<file path="config.mk">
export PLATFORM = sky130hd
export DESIGN_NAME = rv32_fetch_stage
export DESIGN_NICKNAME = d
export VERILOG_FILES = /design/src/rtl/rv32_fetch_stage.sv
export SDC_FILE = /design/constraint.sdc
export NUM_CORES = 1
export LEC_CHECK = 0
export BUFFER_PORTS_ARGS = -buffer_cell sky130_fd_sc_hd__buf_2
export CAP_MARGIN = 20
export CORE_ASPECT_RATIO = 1.75
export CORE_MARGIN = 5
export CORE_UTILIZATION = 55
export CTS_BUF_LIST = sky130_fd_sc_hd__clkbuf_8 sky130_fd_sc_hd__clkbuf_16
export CTS_CLUSTER_SIZE = 16
export DETAILED_ROUTE_END_ITERATION = 8
export GPL_TIMING_DRIVEN = 0
export PLACE_DENSITY = 0.9
export SLEW_MARGIN = 5
export SYNTH_ARGS = -nofsm -noshare
export SYNTH_HDL_FRONTEND = slang
export SYNTH_SLANG_ARGS = --single-unit
export TNS_END_PERCENT = 50
</file>
<file path="constraint.sdc">
create_clock -name clk -period 5.3 [get_ports clk]
set_clock_uncertainty 0.1 [all_clocks]
set_input_delay 1.06 -clock clk [delete_from_list [all_inputs] [get_ports clk]]
set_output_delay 1.06 -clock clk [all_outputs]
set_load 0.05 [all_outputs]
</file>
<file path="src/rtl/rv32_fetch_stage.sv">
// rv32_fetch_stage -- instruction fetch, stage 1 of the core.
//
// Owns the PC, issues word requests to instruction memory and buffers the
// returned words in a small FIFO that feeds decode. Memory responses cannot
// be stalled. A request is therefore issued only when a buffer slot is
// already reserved for its response: outstanding + occupancy < FIFO_DEPTH.
// A redirect flushes the buffer. Responses that are still in flight are
// counted in r_disc and dropped when they arrive.
//
// Ports:
//   clk, resetn                     clock, asynchronous active-low reset
//   imem_req_valid/ready/addr       fetch request (word address)
//   imem_rsp_valid/data             in-order response, no backpressure
//   redirect_valid/pc               flush and restart fetch at redirect_pc
//   dec_valid/ready/instr/pc        buffer head to decode (NOP / 0 when empty)
module rv32_fetch_stage #(
    parameter logic [31:0] RESET_PC   = 32'h0000_0000,
    parameter int          FIFO_DEPTH = 2
) (
    input  logic        clk,
    input  logic        resetn,
    output logic        imem_req_valid,
    input  logic        imem_req_ready,
    output logic [31:0] imem_req_addr,
    input  logic        imem_rsp_valid,
    input  logic [31:0] imem_rsp_data,
    input  logic        redirect_valid,
    input  logic [31:0] redirect_pc,
    output logic        dec_valid,
    input  logic        dec_ready,
    output logic [31:0] dec_instr,
    output logic [31:0] dec_pc
);

    localparam int AW  = $clog2(FIFO_DEPTH);
    localparam int CW  = AW + 1;
    localparam int CW1 = CW + 1;
    localparam logic [CW:0]  DEPTH_C = CW1'(FIFO_DEPTH);
    localparam logic [31:0]  NOP     = 32'h0000_0013;

    logic [31:0]   r_pc;
    logic          r_run;      // holds request valid low until the first edge after reset
    logic [CW-1:0] r_out;      // requests accepted, response not yet seen
    logic [CW-1:0] r_occ;      // instruction buffer occupancy
    logic [CW-1:0] r_disc;     // in-flight responses still to drop after a redirect

    logic [31:0]   r_ib_instr [FIFO_DEPTH];
    logic [31:0]   r_ib_pc    [FIFO_DEPTH];
    logic [31:0]   r_tag      [FIFO_DEPTH];
    logic [AW-1:0] r_ib_head, r_ib_tail, r_tag_head, r_tag_tail;

    logic [CW:0]   w_sum;
    logic          w_accept, w_rsp, w_drop, w_push, w_pop;
    logic [CW-1:0] w_out_next;

    assign w_sum          = {1'b0, r_out} + {1'b0, r_occ};
    assign imem_req_valid = r_run & (w_sum < DEPTH_C);
    assign imem_req_addr  = r_pc;
    assign w_accept       = imem_req_valid & imem_req_ready;
    // A response with nothing outstanding is a protocol error and is ignored.
    assign w_rsp          = imem_rsp_valid & (r_out != '0);
    assign w_drop         = w_rsp & (r_disc != '0);
    assign w_push         = w_rsp & ~w_drop;
    assign dec_valid      = (r_occ != '0);
    assign w_pop          = dec_valid & dec_ready;
    assign w_out_next     = r_out + CW'(w_accept) - CW'(w_rsp);

    assign dec_instr      = dec_valid ? r_ib_instr[r_ib_head] : NOP;
    assign dec_pc         = dec_valid ? r_ib_pc[r_ib_head]    : 32'h0;

    always_ff @(posedge clk or negedge resetn) begin
        if (!resetn) begin
            r_pc       <= RESET_PC;
            r_run      <= 1'b0;
            r_out      <= '0;
            r_occ      <= '0;
            r_disc     <= '0;
            r_ib_head  <= '0;
            r_ib_tail  <= '0;
            r_tag_head <= '0;
            r_tag_tail <= '0;
        end else begin
            r_run <= 1'b1;
            r_out <= w_out_next;
            // The tag FIFO is never flushed: discarded responses pop their own tags.
            if (w_accept) r_tag_tail <= r_tag_tail + AW'(1);
            if (w_rsp)    r_tag_head <= r_tag_head + AW'(1);
            if (redirect_valid) begin
                // Includes a request accepted in this same cycle.
                r_pc      <= {redirect_pc[31:2], 2'b00};
                r_disc    <= w_out_next;
                r_occ     <= '0;
                r_ib_head <= '0;
                r_ib_tail <= '0;
            end else begin
                if (w_accept) r_pc      <= r_pc + 32'd4;
                if (w_drop)   r_disc    <= r_disc - CW'(1);
                if (w_push)   r_ib_tail <= r_ib_tail + AW'(1);
                if (w_pop)    r_ib_head <= r_ib_head + AW'(1);
                r_occ <= r_occ + CW'(w_push) - CW'(w_pop);
            end
        end
    end

    // Storage needs no reset; the pointers define what is live.
    always_ff @(posedge clk) begin
        if (w_accept) r_tag[r_tag_tail] <= r_pc;
        if (w_push) begin
            r_ib_instr[r_ib_tail] <= imem_rsp_data;
            r_ib_pc[r_ib_tail]    <= r_tag[r_tag_head];
        end
    end

    always_ff @(posedge clk) begin
        if (resetn) begin
            assert (!imem_rsp_valid || (r_out != '0));
            assert (w_sum <= DEPTH_C);
        end
    end

endmodule

</file>
==> flow_results.org <==
** Routing
- Dividing the detail-routed wire length by the instance count gives 18.16 um.
- Total number of vias :: 5433
- The count of nets left with antenna violations once routing finished came out at 0.
- The pre-antenna-repair detailed-routing pass consisted of 5 iterations.
- Vias per inst :: 5.311
- Final routed DRC violation total :: 0
- For this block, the initial DRC count from the detailed router was 210.
- Total length of routed wires :: 18.58 mm

** Synth
- Sequential element share of the synthesized area :: 72.00%
- Most used flip-flop cell after synthesis :: sky130_fd_sc_hd__edfxtp_1
- Area share of the leading cell type in the synthesized netlist :: 60.73%
- Netlist area before placement :: 9099 sq um
- Total number of yosys warnings :: 0
- Synthesis handed over a netlist of 602 instances.
- Distinct cells, synth :: 35
- Post-synthesis async set-or-reset flop share :: 18.22%
- Most area-hungry cell type in the Yosys netlist :: sky130_fd_sc_hd__edfxtp_1
- In the post-synthesis netlist, the biggest area contributors are sky130_fd_sc_hd__edfxtp_1 (61%), sky130_fd_sc_hd__dfrtp_1 (11%), sky130_fd_sc_hd__mux2i_1 (6.9%).
- In this run the mean area of a mapped cell was 15.11 sq um.
- Counting flops with a built-in enable in the synthesized netlist gives 184.
- In this run, synthesis produced a sequential element count of 225.

** Layout
- 0 antenna diodes ended up in the layout.
- Fill cells :: 1114
- Combined area of the multi-input logic cells :: 2409 sq um
- Cells with a size suffix above 1 make up 29.79% of the layout.
- Leaving out fill and tap cells, the most frequent cell in the layout is sky130_fd_sc_hd__edfxtp_1.
- Synthesis-to-finish area growth :: 19.54%
- After the last flow step, the layout net total stands at 865.
- In the final layout, flip-flops and latches occupy 6551 sq um.
- Most used cells in the layout excluding fill and tap cells :: sky130_fd_sc_hd__edfxtp_1 (184), sky130_fd_sc_hd__buf_2 (163), sky130_fd_sc_hd__nor2_1 (72), sky130_fd_sc_hd__mux2i_1 (63), sky130_fd_sc_hd__nand2_1 (45)
- The finished cells cover 10880 sq um.

** Floorplanning
- Initial standard-cell utilization of the core :: 55.59%
- The die covers 19320 sq um.
- Number of standard-cell rows in the floorplan :: 62
- Die Span Y :: 180.1 um
- Core region area :: 16370 sq um
- I/O pin total :: 168
- From left edge to right edge, the die measures 107.2 um.

** CTS
- Clock transition at the register clock pins on the worst setup and hold paths after CTS :: 70 ps
- Buffers added to address setup during post-CTS repair amount to 0.
- Worst-Skew Late Latency :: 480 ps
- TritonCTS created 19 clock buffers.
- Clock tree synthesis found a total of 225 sinks.
- TritonCTS built the clock tree.
- Cts hold-fix bufs :: 0
- Cells resized by post-CTS repair :: 0
- Counting along the longest clock path gives a buffer depth of 3.
- Root cell of the clock tree :: sky130_fd_sc_hd__clkbuf_16
- CTS built an H-tree with a depth of 1.

** Timing
- The number of slew-limit violations in the final report is 0.
- Finish-stage setup viols :: 0
- The clock period could shrink to 3762 ps.
- Setup repair after global routing missed its margin :: no
- Setup TNS Final :: 0 ps
- Final critical-path share of the clock period :: 70.97%
- Achievable frequency :: 265.8 MHz
- The final count of hold timing violations came to 0.
- For the pin with the worst max-slew slack, the measured transition is 988.4 ps.
- Rel. slew slack :: 33.60%

** Worst setup path
- Kind of end point of the critical path :: primary output
- The critical path is of the reg -> out type.
- Traced cell by cell, the critical path runs through nor2_1 > clkbuf_1 > clkbuf_1 > nor2_1 > buf_2.
- For flop-to-flop paths, the worst setup slack is 2400 ps.
- Data arrives at the worst endpoint at 2600 ps.
- The largest single stage delay on the critical path is 560 ps.
- Master of the slowest instance on the critical path :: sky130_fd_sc_hd__nor2_1
- STA classifies the critical path startpoint as a register.
- Crit-path max FO :: 10
- Required time reported for the critical path endpoint :: 4140 ps

** Run status
- The run finished with clean final reports.

** Placed design
- Count of buffers from port buffering :: 160
- Hpwl dp :: 13.12 mm
- Routability-driven placement finished with a final weighted congestion of 0.9116.
- In this run the cell area measured after placement is 10260 sq um.

** Pwr
- VDD sags by at most 0.3304 mV.
- Leak pwr :: 4.143 nW
- PwrDens :: 538.4 nW/um^2

** Worst hold path
- Classification of the worst-slack hold path :: reg -> reg

** Global routing
- Global-route wire length before repair :: 29.52 mm
- Total routing resource utilization after global routing :: 19.46%
- The number of global-route vias before repair came to 5742.
- Overall overflow remaining after global route :: 0
- Initial antenna violation count :: 0
- Entering global routing, the biggest net connects 63 pins.

** Run
- Total of max-cap violations :: 0
==> sequential cells by signal, summed over array words and instances (netlist names) <==
name and count:
r_run 1, r_ib_instr 64, r_ib_tail 1, r_tag 60, r_ib_pc 60, imem_req_addr 30
r_occ 2, r_ib_head 1, r_disc 2, r_tag_tail 1, r_tag_head 1, r_out 2
==> synth_stat cells, types with 3 or more instances <==
cell / n
sky130_fd_sc_hd__ha_1: 6
sky130_fd_sc_hd__o21ai_1: 7
sky130_fd_sc_hd__dfrtp_1: 41
sky130_fd_sc_hd__nand3_1: 15
sky130_fd_sc_hd__xnor2_1: 15
sky130_fd_sc_hd__buf_4: 4
sky130_fd_sc_hd__nand4_1: 11
sky130_fd_sc_hd__xor2_1: 23
sky130_fd_sc_hd__mux2i_1: 63
sky130_fd_sc_hd__edfxtp_1: 184
sky130_fd_sc_hd__mux2_2: 33
sky130_fd_sc_hd__buf_1: 8
sky130_fd_sc_hd__nand2_1: 45
sky130_fd_sc_hd__buf_2: 3
sky130_fd_sc_hd__clkbuf_1: 13
sky130_fd_sc_hd__inv_1: 7
sky130_fd_sc_hd__and3_1: 4
sky130_fd_sc_hd__nor2_1: 74
sky130_fd_sc_hd__o21ai_0: 24
==> routing by layer <==
layer,track usage [%],wire (um),up-vias
met5,0,0,-
met4,8.551,748,0
met1,21.59,6426,2626
met2,36.44,10390,204
met3,2.366,1017,51
li1,-,-,2552
==> cell families after synthesis <==
family / share of synthesized area [%]
multiplexers: 11.01
XOR/XNOR: 3.658
other: 0.08254
adder cells (fa/ha/maj): 1.045
AO/OA/AOI/OAI: 1.705
flip-flops: 72.00
buffers and inverters: 1.870
AND/OR/NAND/NOR: 8.622
==> report_power, final <==
group          internal, mW  switching (mW)  leakage, nW
logic                 0.576            1.49         1.65
registers              2.27           0.130         2.18
clock network         0.811           0.583        0.318
total                  3.66            2.20         4.14
==> worst max-delay path, delay by kind of cell, from the launching register on <==
family	cells	cell delay, ps
buffers and inverters	3	1020
AND/OR/NAND/NOR	2	650
flip-flops	1	450
==> path summary, 6_finish.rpt <==
| check | depth (start not counted) | to | from |
|---|---|---|---|
| max | 5 | dec_pc[26] | r_occ[1]$_DFF_PN0_ |
| min | 0 | r_tag[1][31]$_DFFE_PP_ | imem_req_addr[31]$_DFFE_PN0P_ |
| max reg2reg | 9 | imem_req_addr[31]$_DFFE_PN0P_ | r_occ[0]$_DFF_PN0_ |
| min reg2reg | 0 | r_tag[1][31]$_DFFE_PP_ | imem_req_addr[31]$_DFFE_PN0P_ |
| max in group asynchronous | 1 | r_tag_head$_DFFE_PN0P_ | resetn |
| min in group asynchronous | 1 | imem_req_addr[4]$_DFFE_PN0P_ | resetn |
==> per-stage QoR <==
stage	std cells	utilization, %	hold slack (ps)	worst slack, ps	power (mW)
finish	1023	66.45	444.2	1538	5.856
detailed placement	991	62.67	439.2	1957	4.506
CTS	1023	66.45	454.5	1432	5.904
global route	1023	66.45	472.6	1254	6.110
global placement	989	62.26	373.8	-689.1	4.428
floorplan	605	-	359.9	720.8	3.972
==> area by class of cell <==
| class | instances | area share, % |
|---|---|---|
| tap | 224 | 2.577 |
| clock buffer | 20 | 4.498 |
| inverter | 8 | 0.3221 |
| multi-input combinational | 343 | 22.14 |
| timing repair buffer | 162 | 7.799 |
| clock inverter | 12 | 1.185 |
| sequential | 225 | 60.23 |
| buffer | 29 | 1.242 |
Power figures use the tool's default switching activity.
